## config.mk

```make
export PLATFORM = sky130hd
export DESIGN_NAME = pipeline_hazard_ctrl
export DESIGN_NICKNAME = d
export VERILOG_FILES = /design/src/rtl/pipeline_hazard_ctrl.sv
export SDC_FILE = /design/constraint.sdc
export NUM_CORES = 1
export LEC_CHECK = 0
export ABC_AREA = 1
export BUFFER_PORTS_ARGS = -buffer_cell sky130_fd_sc_hd__clkbuf_2
export CORE_MARGIN = 2
export CORE_UTILIZATION = 51
export DETAILED_ROUTE_END_ITERATION = 7
export PLACE_DENSITY = 0.79
export RECOVER_POWER = 25
export SLEW_MARGIN = 20
export SYNTH_ARGS = -nofsm -noshare
export SYNTH_HDL_FRONTEND = slang
export SYNTH_SLANG_ARGS = --single-unit
```

## constraint.sdc

```tcl
create_clock -name clk -period 1.6 [get_ports clk]
set_input_delay 0.08 -clock clk [delete_from_list [all_inputs] [get_ports clk]]
set_output_delay 0.08 -clock clk [all_outputs]
set_load 0.005 [all_outputs]
```

## src/rtl/pipeline_hazard_ctrl.sv

```systemverilog
// Pipeline hazard and interrupt-entry sequencer for the 8-bit core.
//
// Drives the hold and flush controls for PC, IF/ID, ID/EX and EX/MEM from
// three sources:
//   - load-use hazards between the instruction in ID and a load in EX,
//   - taken branches resolved in EX,
//   - interrupt entry (drain, push PC, push flags, load vector).
// Control outputs are combinational from the registered state and the
// current inputs, so the pipeline registers act on a hazard at the same edge.
//
// Ports:
//   clk, rst                 rising-edge clock, synchronous active-high reset
//   id_rs, id_rt             source registers of the instruction in ID
//   id_uses_rs, id_uses_rt   ID instruction actually reads rs / rt
//   ex_rd                    destination register of the instruction in EX
//   ex_reg_write             EX instruction writes a register
//   ex_mem_read              EX instruction is a load/pop
//   ex_branch_taken          branch/jump resolved taken in EX
//   intr_req                 level-sensitive interrupt request
//   pc_write                 PC updates this cycle
//   if_id_write              IF/ID captures new data
//   if_id_flush              IF/ID loads a bubble
//   id_ex_flush              ID/EX loads a bubble
//   ex_mem_flush             EX/MEM loads a bubble
//   int_phase                0 none, 1 push PC, 2 push flags, 3 load vector
//   int_ack                  one-cycle pulse when the vector is loaded
//   busy                     interrupt sequence in progress
//   stall_cnt                saturating count of load-use stall cycles
module pipeline_hazard_ctrl #(
  parameter int unsigned INT_DRAIN_CYCLES = 2,
  parameter int unsigned STALL_CNT_W      = 8
) (
  input  logic                   clk,
  input  logic                   rst,
  input  logic [1:0]             id_rs,
  input  logic [1:0]             id_rt,
  input  logic                   id_uses_rs,
  input  logic                   id_uses_rt,
  input  logic [1:0]             ex_rd,
  input  logic                   ex_reg_write,
  input  logic                   ex_mem_read,
  input  logic                   ex_branch_taken,
  input  logic                   intr_req,
  output logic                   pc_write,
  output logic                   if_id_write,
  output logic                   if_id_flush,
  output logic                   id_ex_flush,
  output logic                   ex_mem_flush,
  output logic [1:0]             int_phase,
  output logic                   int_ack,
  output logic                   busy,
  output logic [STALL_CNT_W-1:0] stall_cnt
);

  typedef enum logic [2:0] {
    StRun,
    StDrain,
    StPushPc,
    StPushFlags,
    StVector
  } state_e;

  // drain_cnt counts down to zero, so it is loaded with one less than the
  // number of drain cycles.
  localparam logic [2:0] DrainInit = 3'(INT_DRAIN_CYCLES - 1);

  state_e                 state_q;
  logic [2:0]             drain_cnt_q;
  logic [STALL_CNT_W-1:0] stall_cnt_q;

  logic lu;
  logic lu_eff;

  assign lu = ex_mem_read & ex_reg_write &
              ((id_uses_rs & (id_rs == ex_rd)) | (id_uses_rt & (id_rt == ex_rd)));

  // A taken branch flushes the dependent instruction anyway, so the stall is moot.
  assign lu_eff = lu & ~ex_branch_taken;

  assign stall_cnt = stall_cnt_q;

  always_ff @(posedge clk) begin
    if (rst) begin
      state_q     <= StRun;
      drain_cnt_q <= 3'd0;
      stall_cnt_q <= '0;
    end else begin
      // Stalls are only exposed to the pipe in RUN and DRAIN.
      if (lu_eff && (state_q == StRun || state_q == StDrain) && (stall_cnt_q != '1)) begin
        stall_cnt_q <= stall_cnt_q + 1'b1;
      end

      unique case (state_q)
        StRun: begin
          if (intr_req && !ex_branch_taken && !lu) begin
            state_q     <= StDrain;
            drain_cnt_q <= DrainInit;
          end
        end
        StDrain: begin
          if (!lu_eff) begin
            if (drain_cnt_q == 3'd0) begin
              state_q <= StPushPc;
            end else begin
              drain_cnt_q <= drain_cnt_q - 3'd1;
            end
          end
        end
        StPushPc:    state_q <= StPushFlags;
        StPushFlags: state_q <= StVector;
        StVector:    state_q <= StRun;
        default:     state_q <= StRun;
      endcase
    end
  end

  always_comb begin
    pc_write     = 1'b1;
    if_id_write  = 1'b1;
    if_id_flush  = 1'b0;
    id_ex_flush  = 1'b0;
    ex_mem_flush = 1'b0;
    int_phase    = 2'd0;
    int_ack      = 1'b0;
    busy         = 1'b0;

    if (rst) begin
      pc_write     = 1'b0;
      if_id_write  = 1'b0;
      if_id_flush  = 1'b1;
      id_ex_flush  = 1'b1;
      ex_mem_flush = 1'b1;
    end else begin
      unique case (state_q)
        StRun: begin
          if (ex_branch_taken) begin
            if_id_flush = 1'b1;
            id_ex_flush = 1'b1;
          end else if (lu) begin
            pc_write    = 1'b0;
            if_id_write = 1'b0;
            id_ex_flush = 1'b1;
          end
        end
        StDrain: begin
          busy = 1'b1;
          // PC holds the return address; a taken branch redirects it to the target.
          pc_write = ex_branch_taken;
          if (ex_branch_taken) begin
            if_id_flush = 1'b1;
            id_ex_flush = 1'b1;
          end else if (lu) begin
            if_id_write = 1'b0;
            id_ex_flush = 1'b1;
          end else begin
            if_id_flush = 1'b1;
          end
        end
        StPushPc: begin
          busy        = 1'b1;
          int_phase   = 2'd1;
          pc_write    = 1'b0;
          if_id_flush = 1'b1;
          id_ex_flush = 1'b1;
        end
        StPushFlags: begin
          busy        = 1'b1;
          int_phase   = 2'd2;
          pc_write    = 1'b0;
          if_id_flush = 1'b1;
          id_ex_flush = 1'b1;
        end
        StVector: begin
          busy        = 1'b1;
          int_phase   = 2'd3;
          int_ack     = 1'b1;
          if_id_flush = 1'b1;
          id_ex_flush = 1'b1;
        end
        default: begin
          pc_write = 1'b1;
        end
      endcase
    end
  end

endmodule

```

==> results list <==
- Status: finished, final reports clean
- Area fraction in and, or, nand and nor cells after synthesis: 0.444
- Synthesized net count: 184
* Standard-cell rows: 16
* Layout Nets: 218
* Total leakage power: 0.690 nW
* Insertion delay of the later-clocked pin in the worst-skew pair: 0.27 ns
- For this run, the leading register cell type out of synthesis is dfxtp_1.
- For this run, design rule violations remaining after detail routing come to 0.
* Peak supply drop: 508 uV
- Final std cell area, no fill: 1340 sq um
- In this run the number of cells on the critical path is 7.
* Total standard cell area after synthesis: 1090 sq um
- Clock tree from TritonCTS: yes
- DIE AREA: 2520 sq um
- Final core utilization: 0.675
- Number of buffers created by CTS: 3
* Number of buffers inserted by post-CTS setup repair: 0
* R2r worst-path depth: 9
- The core region is 1980 sq um.
- Number of endpoints with negative hold slack in the final report: 0
* Delay contributed by the slowest stage of the critical path: 0.37 ns
- CTS built an H-tree with a depth of 1.
- Clock-pin slew was measured on the worst setup and hold paths at 0.09 ns.
* Sum of buffers and inverters on the critical path: 3
- Number of enable-type register cells in the synthesized netlist: 0
* Vias per inst: 4.91
- The area growth from synthesis to layout is 22.9%.
* Synth top area share: 0.257
- Max-capacitance violation count: 0
* Longest Clk Path Bufs: 2
- Cell at the slowest stage of the critical path: dfxtp_1
* Wire length after detailed routing: 2.47 mm
- Share of async-settable or async-resettable flops after synthesis: 0
- Timing would allow up to 0.660 GHz.
- List of cells traversed by the critical path: inv_2, nand2_1, nor2_2, buf_4, a22oi_1, a21oi_1, clkbuf_2
- After clock tree synthesis, the repair step resized 0 gates.
- The initial antenna violation count is 0.
- Post-layout power: 0.875 mW
* Gpl congestion: 0.822
- Post-detailed-route wirelength per cell: 10.9 um
* Total clock sinks: 14
- Width of the die: 50.2 um
- Cell family with the largest share of critical-path delay: flip-flops
- Buffers inserted to repair hold after CTS numbered 0.
* Count of TritonRoute iterations in the first routing pass: 4
- A synthesized cell averages 6.52 sq um.
* Post-synthesis xor/xnor area fraction: 0.0322
- By area, the combinational part of the netlist is dominated by simple AND/OR/NAND/NOR gates.
- For this run, the register share of the synthesized area comes to 0.257.
- All-Layer GR Usage: 0.205
* Synth Warn #: 0
* Slew at the pin closest to its max-slew limit: 0.314 ns
* Most area-consuming cells after synthesis: dfxtp_1 (26%), nand2_1 (12%), inv_1 (9.7%)
- In this run, the number of DRC markers left after iteration 0 of detailed routing was 20.
- Final clock period utilization by the worst path: 0.947
* Final-report max-slew violation count: 0
* Post-synthesis cell count: 167
- Global-route wire length before repair: 4.13 mm
- Routed via count: 1114
* Clock root buffer: clkbuf_4
* Fraction of layout cells with a size suffix above 1: 0.330
- In this run the tightest slew margin relative to its limit is 0.789.
- Setup violations remaining at the end of the flow were counted as 0.
- The path class of the tightest hold or removal check is input pin to flip-flop.
- Adder and majority cell fraction of the synthesized area: 0.0345
- Count leader, synth: nand2_1
* Multiplexer area fraction after synthesis: 0
- The smallest clock period supported by the final layout is computed as 1.51 ns.
- Data arrival at the endpoint of the critical path: 1.43 ns
- In the synthesized netlist, the cells that appear most often are nand2_1 (35), inv_1 (28), nor2_1 (17), dfxtp_1 (14), a21oi_1 (12).
- Counting instances, the worst hold path has a depth of 2.
- Cell taking the most area after synthesis: dfxtp_1
* Via count of the first global-routing pass: 1048
- Required time worst endpoint: 1.52 ns
* Number of I/O pins: 31
* Worst Skew: 0.00936 ns
- The worst setup path is captured at an output port.
- Max FO, Critical Path: 5
- In this run the vertical extent of the chip is 50.2 um.
* Antenna Nets Post-Route: 0
- For this design the ratio of total power to cell area is 654 nW/um^2.
- The HPWL after detailed placement is 2.01 mm.
- STA classifies the critical path startpoint as a flip-flop.
- Placed standard-cell area: 1260 sq um
* Largest net degree at the start of global routing: 14
* Setup TNS: 0 ns
* Synthesized-area fraction occupied by ao, oa, aoi and oai cells: 0.0943
- Port buffering added 30 buffers.
- Type of the worst setup path: flip-flop to output port
- Grt ovf: 0
- Count of unique library cells instantiated by Yosys: 30
* Effective utilization at floorplan: 0.549
- Ant diodes: 0
- Post-synthesis register bit count: 14
==> layer usage <==
| layer | vias to the layer above | share of wire | track usage |
|---|---|---|---|
| met3 | 2 | 0.040 | 0.0268 |
| met1 | 495 | 0.42 | 0.234 |
| met5 | - | 0 | 0 |
| li1 | 591 | - | - |
| met2 | 26 | 0.53 | 0.412 |
| met4 | 0 | 0.0041 | 0.0139 |
==> logic make-up (layout without fill, tap and decap cells) <==
kind of cell             Yosys count  count (layout)
AO/OA/AOI/OAI                     18              18
buffers and inverters             38              71
flip-flops                        14              14
AND/OR/NAND/NOR                   90              90
XOR/XNOR                           4               4
adder cells (fa/ha/maj)            3               3
==> final timing paths <==
check	start	to	slack (ns)
hold reg to reg	state_q[2]	state_q[2]	0.50
setup / recovery	state_q[1]	pc_write	0.09
setup reg to reg	stall_cnt[0]	stall_cnt[1]	0.13
hold / removal	rst	stall_cnt[7]	0.16
==> per-stage QoR <==
stage          cells  hold WS, ns  worst slack (ns)
2_1_floorplan    167        0.164             0.215
3_3_place_gp     223        0.433             0.176
3_5_place_dp     223        0.438            0.0579
4_1_cts          227        0.140           0.00617
5_1_grt          227        0.175          -0.00796
6_report         227        0.158            0.0851
==> cell usage in the layout (no fill, tap or decap), types with 4 or more instances in the layout <==
cell       n
inv_2      7
xor2_1     4
nand4_1    5
clkbuf_2  29
nand2_1   35
dfxtp_1   11
a21oi_1   11
inv_1     28
nand3_1   10
nand2_2    6
nor2_1    16
==> cell type report <==
type	instances	area, sq um
multi-input combinational	115	687
fill	191	644
sequential	14	289
timing repair buffer	31	156
inverter	36	135
clock buffer	4	36.3
tap	27	33.8
==> where the power goes <==
part | switching [mW] | total [mW] | leakage (nW) | internal [mW]
logic | 0.151 | 0.246 | 0.553 | 0.0947
clock network | 0.116 | 0.254 | 0.0210 | 0.138
registers | 0.0125 | 0.375 | 0.116 | 0.363
==> registers in the layout, summed over array words and instances, names as in the netlist <==
register and flops:
state_q 3, drain_cnt_q 3, stall_cnt 8
No activity file was read; power rests on OpenSTA's default activity.
